--- config.mk ---
export PLATFORM = sky130hd
export DESIGN_NAME = uart_tx_sched_flat
export DESIGN_NICKNAME = d
export VERILOG_FILES = /design/src/rtl/uart_pkg.sv /design/src/rtl/uart_tx_sched_if.sv /design/src/rtl/rr_arbiter.sv /design/src/rtl/uart_tx_sched.sv /design/src/flat_wrapper.sv
export SDC_FILE = /design/constraint.sdc
export NUM_CORES = 1
export LEC_CHECK = 0
export ABC_CLOCK_PERIOD_IN_PS = 5200
export CAP_MARGIN = 5
export CORE_ASPECT_RATIO = 0.5
export CORE_MARGIN = 5
export CORE_UTILIZATION = 40
export DETAILED_ROUTE_END_ITERATION = 12
export PLACE_DENSITY = 0.64
export SKIP_LAST_GASP = 1
export SYNTH_ARGS = -nofsm -noshare
export SYNTH_HDL_FRONTEND = slang
export SYNTH_SLANG_ARGS = --single-unit
export TNS_END_PERCENT = 1
--- constraint.sdc ---
create_clock -name clk -period 5.2 [get_ports clk]
set_input_delay 1.3 -clock clk [delete_from_list [all_inputs] [get_ports clk]]
set_output_delay 1.3 -clock clk [all_outputs]
set_load 0.02 [all_outputs]
--- src/rtl/uart_pkg.sv ---
// uart_pkg: shared types and line levels for the UART transmit scheduler.
//   tx_state_e     : transmit FSM states (PARITY is only reachable when the
//                    scheduler is built with UART_TX_PARITY_EN)
//   UART_IDLE_LVL  : level of an idle line and of the stop bit
//   UART_START_LVL : level of the start bit
package uart_pkg;

    typedef enum logic [2:0] {
        IDLE,
        START,
        DATA,
        PARITY,
        STOP
    } tx_state_e;

    localparam logic UART_IDLE_LVL  = 1'b1;
    localparam logic UART_START_LVL = 1'b0;

endpackage

--- src/rtl/uart_tx_sched_if.sv ---
// uart_tx_sched_if: request/grant bundle between NUM_REQ requesters and the
// shared UART transmitter.
//   req      : per-requester frame request, held until granted
//   req_data : packed bytes, slice i (DATA_W bits) belongs to req[i]
//   grant    : one-hot, combinational; req_data[i] is captured at that edge
// Modports: master = requester side, slave = scheduler side.
interface uart_tx_sched_if #(
    parameter int NUM_REQ = 4,
    parameter int DATA_W  = 8
);
    logic [NUM_REQ-1:0]        req;
    logic [NUM_REQ*DATA_W-1:0] req_data;
    logic [NUM_REQ-1:0]        grant;

    modport master (output req, output req_data, input grant);
    modport slave  (input req, input req_data, output grant);
endinterface

--- src/rtl/rr_arbiter.sv ---
// rr_arbiter: purely combinational round-robin pick.
//   req    : request vector
//   ptr    : highest-priority index for this pick
//   grant  : one-hot of the winner (all zero when nothing requests)
//   winner : index of the winner
//   valid  : at least one request present
// The search starts at ptr and wraps, so the first requester at or after
// ptr wins.
module rr_arbiter #(
    parameter int N   = 4,
    parameter int IDW = $clog2(N)
) (
    input  logic [N-1:0]   req,
    input  logic [IDW-1:0] ptr,
    output logic [N-1:0]   grant,
    output logic [IDW-1:0] winner,
    output logic           valid
);

    logic [IDW-1:0] idx;

    always_comb begin
        grant  = '0;
        winner = '0;
        valid  = 1'b0;
        idx    = '0;
        for (int i = 0; i < N; i++) begin
            idx = IDW'((int'(ptr) + i) % N);
            if (!valid && req[idx]) begin
                valid      = 1'b1;
                winner     = idx;
                grant[idx] = 1'b1;
            end
        end
    end

endmodule

--- src/rtl/uart_tx_sched.sv ---
// uart_tx_sched: shares one UART transmit line among NUM_REQ requesters,
// round-robin, one byte per grant. Bits advance only on tx_tick.
//   clk, rst : clock, asynchronous active-high reset
//   tx_tick  : one-clk strobe per bit period from the baud generator
//   bus      : request/grant bundle (slave modport)
//   txd      : registered serial output, idle high
//   busy     : a frame is in progress
//   cur_id   : requester whose frame is on the line
//   done     : one-clk pulse on the tick that ends a stop bit
// Optional build macro UART_TX_PARITY_EN inserts an even-parity bit between
// the last data bit and the stop bit.
module uart_tx_sched
    import uart_pkg::*;
#(
    parameter int NUM_REQ = 4,
    parameter int DATA_W  = 8,
    parameter int ID_W    = $clog2(NUM_REQ)
) (
    input  logic            clk,
    input  logic            rst,
    input  logic            tx_tick,
    uart_tx_sched_if.slave  bus,
    output logic            txd,
    output logic            busy,
    output logic [ID_W-1:0] cur_id,
    output logic            done
);

    localparam int CNT_W = (DATA_W > 1) ? $clog2(DATA_W) : 1;

    tx_state_e          state_q, state_d;
    logic [DATA_W-1:0]  shreg;
    logic [CNT_W-1:0]   bit_cnt;
    logic [ID_W-1:0]    ptr;
    logic [NUM_REQ-1:0] arb_grant;
    logic [ID_W-1:0]    arb_winner;
    logic               arb_valid;
    logic               arb_slot;
    logic               last_bit;
    logic [DATA_W-1:0]  win_data;
    logic [ID_W-1:0]    ptr_next;
`ifdef UART_TX_PARITY_EN
    logic               par_q;
`endif

    rr_arbiter #(.N(NUM_REQ), .IDW(ID_W)) u_arb (
        .req    (bus.req),
        .ptr    (ptr),
        .grant  (arb_grant),
        .winner (arb_winner),
        .valid  (arb_valid)
    );

    // A new frame may only start from IDLE or at the end of a stop bit,
    // which is what lets frames run back-to-back without an idle gap.
    assign arb_slot = (state_q == IDLE) || (state_q == STOP);
    assign last_bit = (bit_cnt == CNT_W'(DATA_W - 1));
    assign win_data = bus.req_data[arb_winner*DATA_W +: DATA_W];
    assign ptr_next = (arb_winner == ID_W'(NUM_REQ - 1)) ? '0 : arb_winner + 1'b1;

    always_ff @(posedge clk or posedge rst) begin
        if (rst) state_q <= IDLE;
        else     state_q <= state_d;
    end

    always_comb begin
        state_d = state_q;
        if (tx_tick) begin
            case (state_q)
                IDLE:  if (arb_valid) state_d = START;
                START: state_d = DATA;
                DATA: begin
                    if (last_bit) begin
`ifdef UART_TX_PARITY_EN
                        state_d = PARITY;
`else
                        state_d = STOP;
`endif
                    end
                end
`ifdef UART_TX_PARITY_EN
                PARITY: state_d = STOP;
`endif
                STOP:    state_d = arb_valid ? START : IDLE;
                default: state_d = IDLE;
            endcase
        end
    end

    // grant and done are combinational strobes of the tick cycle; both are
    // held low while reset is asserted.
    always_comb begin
        bus.grant = '0;
        done      = 1'b0;
        busy      = (state_q != IDLE);
        if (!rst && tx_tick && arb_slot)          bus.grant = arb_grant;
        if (!rst && tx_tick && state_q == STOP)   done      = 1'b1;
    end

    // The start bit goes out on the grant tick itself; the shift register
    // then feeds bit 0 on the START tick and shifts on each DATA tick.
    always_ff @(posedge clk or posedge rst) begin
        if (rst) begin
            txd     <= UART_IDLE_LVL;
            shreg   <= '0;
            bit_cnt <= '0;
            cur_id  <= '0;
            ptr     <= '0;
`ifdef UART_TX_PARITY_EN
            par_q   <= 1'b0;
`endif
        end else if (tx_tick) begin
            case (state_q)
                IDLE, STOP: begin
                    if (arb_valid) begin
                        shreg  <= win_data;
                        cur_id <= arb_winner;
                        ptr    <= ptr_next;
                        txd    <= UART_START_LVL;
`ifdef UART_TX_PARITY_EN
                        par_q  <= ^win_data;
`endif
                    end else begin
                        txd <= UART_IDLE_LVL;
                    end
                end
                START: begin
                    txd     <= shreg[0];
                    bit_cnt <= '0;
                end
                DATA: begin
                    if (!last_bit) begin
                        shreg   <= shreg >> 1;
                        txd     <= shreg[1];
                        bit_cnt <= bit_cnt + 1'b1;
                    end else begin
`ifdef UART_TX_PARITY_EN
                        txd <= par_q;
`else
                        txd <= UART_IDLE_LVL;
`endif
                    end
                end
                default: txd <= UART_IDLE_LVL;
            endcase
        end
    end

endmodule

--- src/flat_wrapper.sv ---
// flat-port wrapper written by rule: the top's interface ports become plain ports
module uart_tx_sched_flat import uart_pkg::*;
#(
    parameter int NUM_REQ = 4,
    parameter int DATA_W  = 8,
    parameter int ID_W    = $clog2(NUM_REQ)
)
  (clk, rst, tx_tick, txd, busy, cur_id, done, bus_req, bus_req_data, bus_grant);
  uart_tx_sched_if #(.NUM_REQ(NUM_REQ), .DATA_W(DATA_W)) bus_i ();
  input  logic clk;
  input  logic rst;
  input  logic tx_tick;
  output logic txd;
  output logic busy;
  output logic [ID_W-1:0] cur_id;
  output logic done;
  input wire logic [$bits(bus_i.req)-1:0] bus_req;
  input wire logic [$bits(bus_i.req_data)-1:0] bus_req_data;
  output wire logic [$bits(bus_i.grant)-1:0] bus_grant;
  assign bus_i.req = bus_req;
  assign bus_i.req_data = bus_req_data;
  assign bus_grant = bus_i.grant;
  uart_tx_sched #(.NUM_REQ(NUM_REQ), .DATA_W(DATA_W), .ID_W(ID_W)) u_core (.clk(clk), .rst(rst), .tx_tick(tx_tick), .bus(bus_i), .txd(txd), .busy(busy), .cur_id(cur_id), .done(done));
endmodule
Yosys cells after proc, flatten, opt, wreduce, memory -nomap -nowiden

Cells that the tools add are included.

$add $sub $neg: 5
Magnitude comparators: 8
Equality and inequality tests: 9
Shift-type cells: 1
Mux-type cells: 43
Bitwise gates (word level): 3
Reductions and logical operators: 24

Operator list:

| kind                | count |
|---|---|
| $shiftx 32x6->8     | 1 |
| $mux 4              | 5 |
| $mux 1              | 16 |
| $mux 8              | 2 |
| $pmux 8 s2          | 1 |
| $lt 2x3->1 const B  | 4 |
| $or 4x4->4          | 3 |
| $pmux 3 s4          | 1 |
| $logic_and 1x1->1   | 10 |
| $mux 2              | 5 |
| $mux 3              | 3 |
| $reduce_and 3->1    | 3 |
| $bmux 1 s2          | 4 |
| $demux 1 s2         | 4 |
| $ge 2x1->1 const B  | 4 |
| $eq 3x3->1 const B  | 2 |
| $ne 2x1->1 const B  | 3 |
| $pmux 3 s2          | 1 |
| $add 2x1->2 const B | 2 |
| $add 2x2->2 const B | 2 |
| $logic_not 1->1     | 4 |
| $reduce_and 4->1    | 1 |
| $reduce_bool 2->1   | 2 |
| $add 3x1->3 const B | 1 |
| other kinds (9)     | 9 |

Register bits: 19
Bits of input ports: 39
Output and inout bits: 9

Longest topological paths before layout

Depth after elaboration: 15
Mapped depth: 14
Gate-level depth less buffers: 9

Modules after synthesis

A second synthesis with hierarchy kept.

Cells, all modules: 146
Area total of the unflattened synthesis: 1561.5 µm²

Modules (own cells, without submodules):

| module        | instances | cells an instance | area each (µm²) | sequential area each (µm²) |
|---|---|---|---|---|
| uart_tx_sched | 1         | 101               | 1139.8          | 476.7 |
| rr_arbiter    | 1         | 45                | 421.7           | 0.0 |

Worst setup path after synthesis

OpenSTA, ideal clock, no wires.

Kind: register to output
Start point: register u_core.ptr[0]
End point: output port bus_grant[0]
Arrival time: 3.430 ns
Required time: 3.900 ns
Slack: 0.470 ns
Stages on the path, launching flop included: 14
Path buffers: 6
Path through: dfrtp_1 -> buf_6 -> buf_2 -> inv_1 -> clkbuf_1 -> clkbuf_1 -> ha_1 -> clkbuf_1 -> mux4_2 -> nor2b_1 -> clkbuf_1 -> a221o_1 -> o21ai_0 -> a21oi_1

Word-level cells in the longest chain between the ends: 13
Elaborated cells on any way between the ends: 48

Ends and longest elaborated chain:

| element                                                             | RTL line             | text |
|---|---|---|
| start, declared                                                     | uart_tx_sched.sv:34  | `logic [ID_W-1:0] ptr;` |
| start signal, assigned                                              | uart_tx_sched.sv:118 | `ptr <= ptr_next;` |
| parallel branches: the longest is 11 deep, another holds $lt 2x3->1 | n/a                  |  |
| $mux 4 *                                                            | rr_arbiter.sv:29     | `if (!valid && req[idx]) begin` |
| $mux 4 *                                                            | uart_tx_sched.sv:96  | `if (!rst && tx_tick && arb_slot) bus.grant = arb_grant;` |
| end, declared                                                       | flat_wrapper.sv:19   | `output wire logic [$bits(bus_i.grant)-1:0] bus_grant;` |

Every way passes the cells marked *. The select of a mux whose other input is x is not followed.

Final worst setup path

Start point: input port bus_req[3]
End point: output port bus_grant[3]

Word-level cells in the longest chain between the ends: 13
Elaborated cells on any way between the ends: 25

Ends and longest elaborated chain:

| element                      | RTL line            | text |
|---|---|---|
| start, declared              | flat_wrapper.sv:17  | `input wire logic [$bits(bus_i.req)-1:0] bus_req;` |
| $bmux 1 s2                   | rr_arbiter.sv:29    |  |
| $mux 1 (not written as such) | rr_arbiter.sv:29    |  |
| $mux 1                       | rr_arbiter.sv:29    |  |
| $logic_not 1->1              | rr_arbiter.sv:29    |  |
| $logic_and 1x1->1            | rr_arbiter.sv:29    |  |
| $mux 1                       | rr_arbiter.sv:29    |  |
| $logic_not 1->1              | rr_arbiter.sv:29    |  |
| $logic_and 1x1->1            | rr_arbiter.sv:29    |  |
| $mux 1                       | rr_arbiter.sv:29    |  |
| $logic_not 1->1              | rr_arbiter.sv:29    |  |
| $logic_and 1x1->1            | rr_arbiter.sv:29    |  |
| $mux 4 *                     | rr_arbiter.sv:29    |  |
| $mux 4 *                     | uart_tx_sched.sv:96 |  |

Every way passes the cells marked *; elsewhere a longest branch is shown, timed or not. The select of a mux whose other input is x is not followed.

==> summary.txt <==
Finish
  • Fin util: 0.532
  • Synthesis-to-finish area growth: 27.9%
  • ANT cells: 0
  • Design area: roughly 0.0026 mm²
  • Fraction of layout cells with a size suffix above 1: 0.123
  • Final layout net count: 351

Worst setup path
  • Setup crit end kind: output pin
  • WS Path Type: input port to output pin
  • Crit start category: input port
  • Critical Path RT: ~3.9 ns
  • Worst-path fanout max: 7
  • Crit path DAT: about 3.7 ns

Synthesis
  • Yosys reg bits: 19
  • Distinct cells, synth: a little over 50
  • Post-synthesis average cell area: just under 8 µm²
  • Synth Flop Type: dfrtp_1
  • Mapped Area: between 0.002 and 0.0025 mm²
  • Syn_nets: 310
  • Syn Inst Count: roughly 260
  • Ys Warns: 0
  • Asr flop ratio synth: 1.00
  • Sequential share of the synthesized area: 0.230
  • EDFF count, synth: 0

Power
  • Leakage: slightly above 1 nW
  • PD cells: approximately 560 mW/mm²
  • Max rail drop VDD: between 0.2 and 0.25 mV

Timing
  • Period utilization: 0.970
  • Clock period minus worst slack: a little over 5 ns
  • Worst Max-Slew Pin Slew: about 0.80 ns
  • Endpoints failing setup: 0
  • Max Transition Viols Final: 0
  • Setup TNS: 0 ns
  • Clk_skew: between 0.006 and 0.007 ns
  • RSZ-0062 raised after global routing: false
  • Fmax: 0.198 GHz
  • Hold Fails Final Rpt: 0
  • Max-slew headroom: 0.460

CTS
  • CTS Hold Bufs: 0
  • Max clock buf depth: 2
  • Setup bufs post-CTS: 0
  • Clk sinks: 19
  • Worst-path clk slew: roughly 0.080 ns
  • Clock buffer count from CTS: 3
  • Root buffer cell: clkbuf_8
  • CTS tree: done
  • Skew-Pair Late Insertion Delay: ~0.26 ns
  • CTS resizes: 0
  • H-tree levels: 1

Floorplanning
  • Die area: between 0.006 and 0.007 mm²
  • # IOs: between 40 and 50
  • Die H: approximately 60 µm
  • Row cnt: 18
  • Die width: ~110 µm
  • Initial Util: 0.416
  • Core area: between 0.004 and 0.005 mm²

Place
  • Placed Area: between 0.002 and 0.003 mm²
  • Routability cong.: between 0.8 and 0.9
  • IO buf count: 47
  • DP Wirelength: between 4 and 5 mm

Drt
  • First DRT Iteration DRCs: about 120
  • Drt drc: 0
  • DR vias/cell: between 5 and 6
  • Antenna-violating nets left: 0
  • Drt total wl: approximately 5.8 mm
  • WL per Instance: ~16 µm
  • DR vias: ~2200
  • Drt pass-1 iters: 5

Global route
  • GRT Total Usage: 0.170
  • First-pass GRT wire length: 9.61 mm
  • Initial antenna violation count: 0
  • Vias in the first global route: 1954
  • Largest net degree at the start of global routing: 42
  • Grt total ovfl: 0

Worst hold path
  • Hold crit path type: register to register

Job
  • Max_cap viols: 0

Outcome
  • Run status: finished clean
==> sequential cells by signal, summed over array words and instances, names as in the netlist <==
name / cells
u_core.shreg: 8
u_core.bit_cnt: 3
u_core.state_q: 3
u_core.cur_id: 2
u_core.ptr: 2
u_core.txd: 1
==> critical path, stage by stage <==
cell,delay [ns]
clkdlybuf4s50_1,0.51
mux4_2,0.52
nor2b_1,0.34
a221o_1,0.20
o21ai_0,0.07
a21oi_1,0.17
clkdlybuf4s50_1,0.63
==> path summary, 6_finish.rpt <==
path | start | end | slack, ns | cells past startpoint
max | bus_req[3] | bus_grant[3] | 0.16 | 7
min in group asynchronous | rst | u_core.state_q[2] | 1.50 | 2
max in group asynchronous | rst | u_core.shreg[0] | 3.23 | 2
min | u_core.txd | u_core.txd | 0.49 | 2
max reg2reg | u_core.ptr[0] | u_core.ptr[1] | 2.08 | 10
min reg2reg | u_core.txd | u_core.txd | 0.49 | 2
==> cells in the mapped netlist, types with 4 or more instances <==
library cell	n	share of area
or3_1	13	0.039
nand4_1	13	0.039
o221ai_1	7	0.030
a21oi_1	10	0.024
ha_1	10	0.060
clkbuf_1	15	0.027
o31ai_1	4	0.015
nor3_1	20	0.048
mux2_2	6	0.033
nor2_1	9	0.016
inv_1	7	0.013
o21ai_0	18	0.044
mux2i_1	5	0.024
o211ai_1	8	0.029
a221oi_1	6	0.025
nand2_1	36	0.065
nand2b_1	5	0.015
a221o_1	4	0.019
dfrtp_1	18	0.22
==> cell usage in the layout (no fill, tap or decap), types with 9 or more instances in the layout <==
master / instances
buf_4: 11
clkdlybuf4s50_1: 47
o21ai_0: 18
nand4_1: 13
nand2_1: 36
dfrtp_1: 18
a21oi_1: 10
or3_1: 13
nor3_1: 20
ha_1: 10
nor2_1: 9
==> per-layer routing <==
layer  track usage  part of all wire
met3        0.0319             0.061
met1         0.233              0.46
met5             0                 0
met2         0.284              0.47
met4        0.0347            0.0095
==> kinds of logic after synthesis <==
family	after synthesis	share of synthesized area
DFF	19	0.230
adders and majority gates	10	0.0605
AOI/OAI and AO/OA	71	0.252
muxes	15	0.0925
buffers and inverters	30	0.0695
and+or+nand+nor	116	0.295
==> metrics by stage <==
stage	total power, mW	setup WS, ns	std cells	hold slack (ns)
after detailed placement	1.37	0.200	367	0.470
after floorplan	1.11	0.470	261	0.456
after CTS	1.48	0.197	371	0.487
after global placement	1.34	0.295	367	0.477
after global routing	1.61	0.0417	371	0.518
final	1.48	0.156	371	0.486
==> layout make-up <==
type	instances	area [µm²]
clock buffer	3	41.3
clock inverter	1	5.00
fill	470	2330
inverter	8	35.0
multi-input combinational	212	1450
sequential	19	477
tap	70	87.6
timing repair buffer	58	553
==> power breakdown <==
group          switching (mW)  total, mW  internal (mW)
sequential             0.0512      0.267          0.216
clock                  0.0540      0.107         0.0534
combinational           0.640       1.10          0.463
No activity file was read; power rests on OpenSTA's default activity.
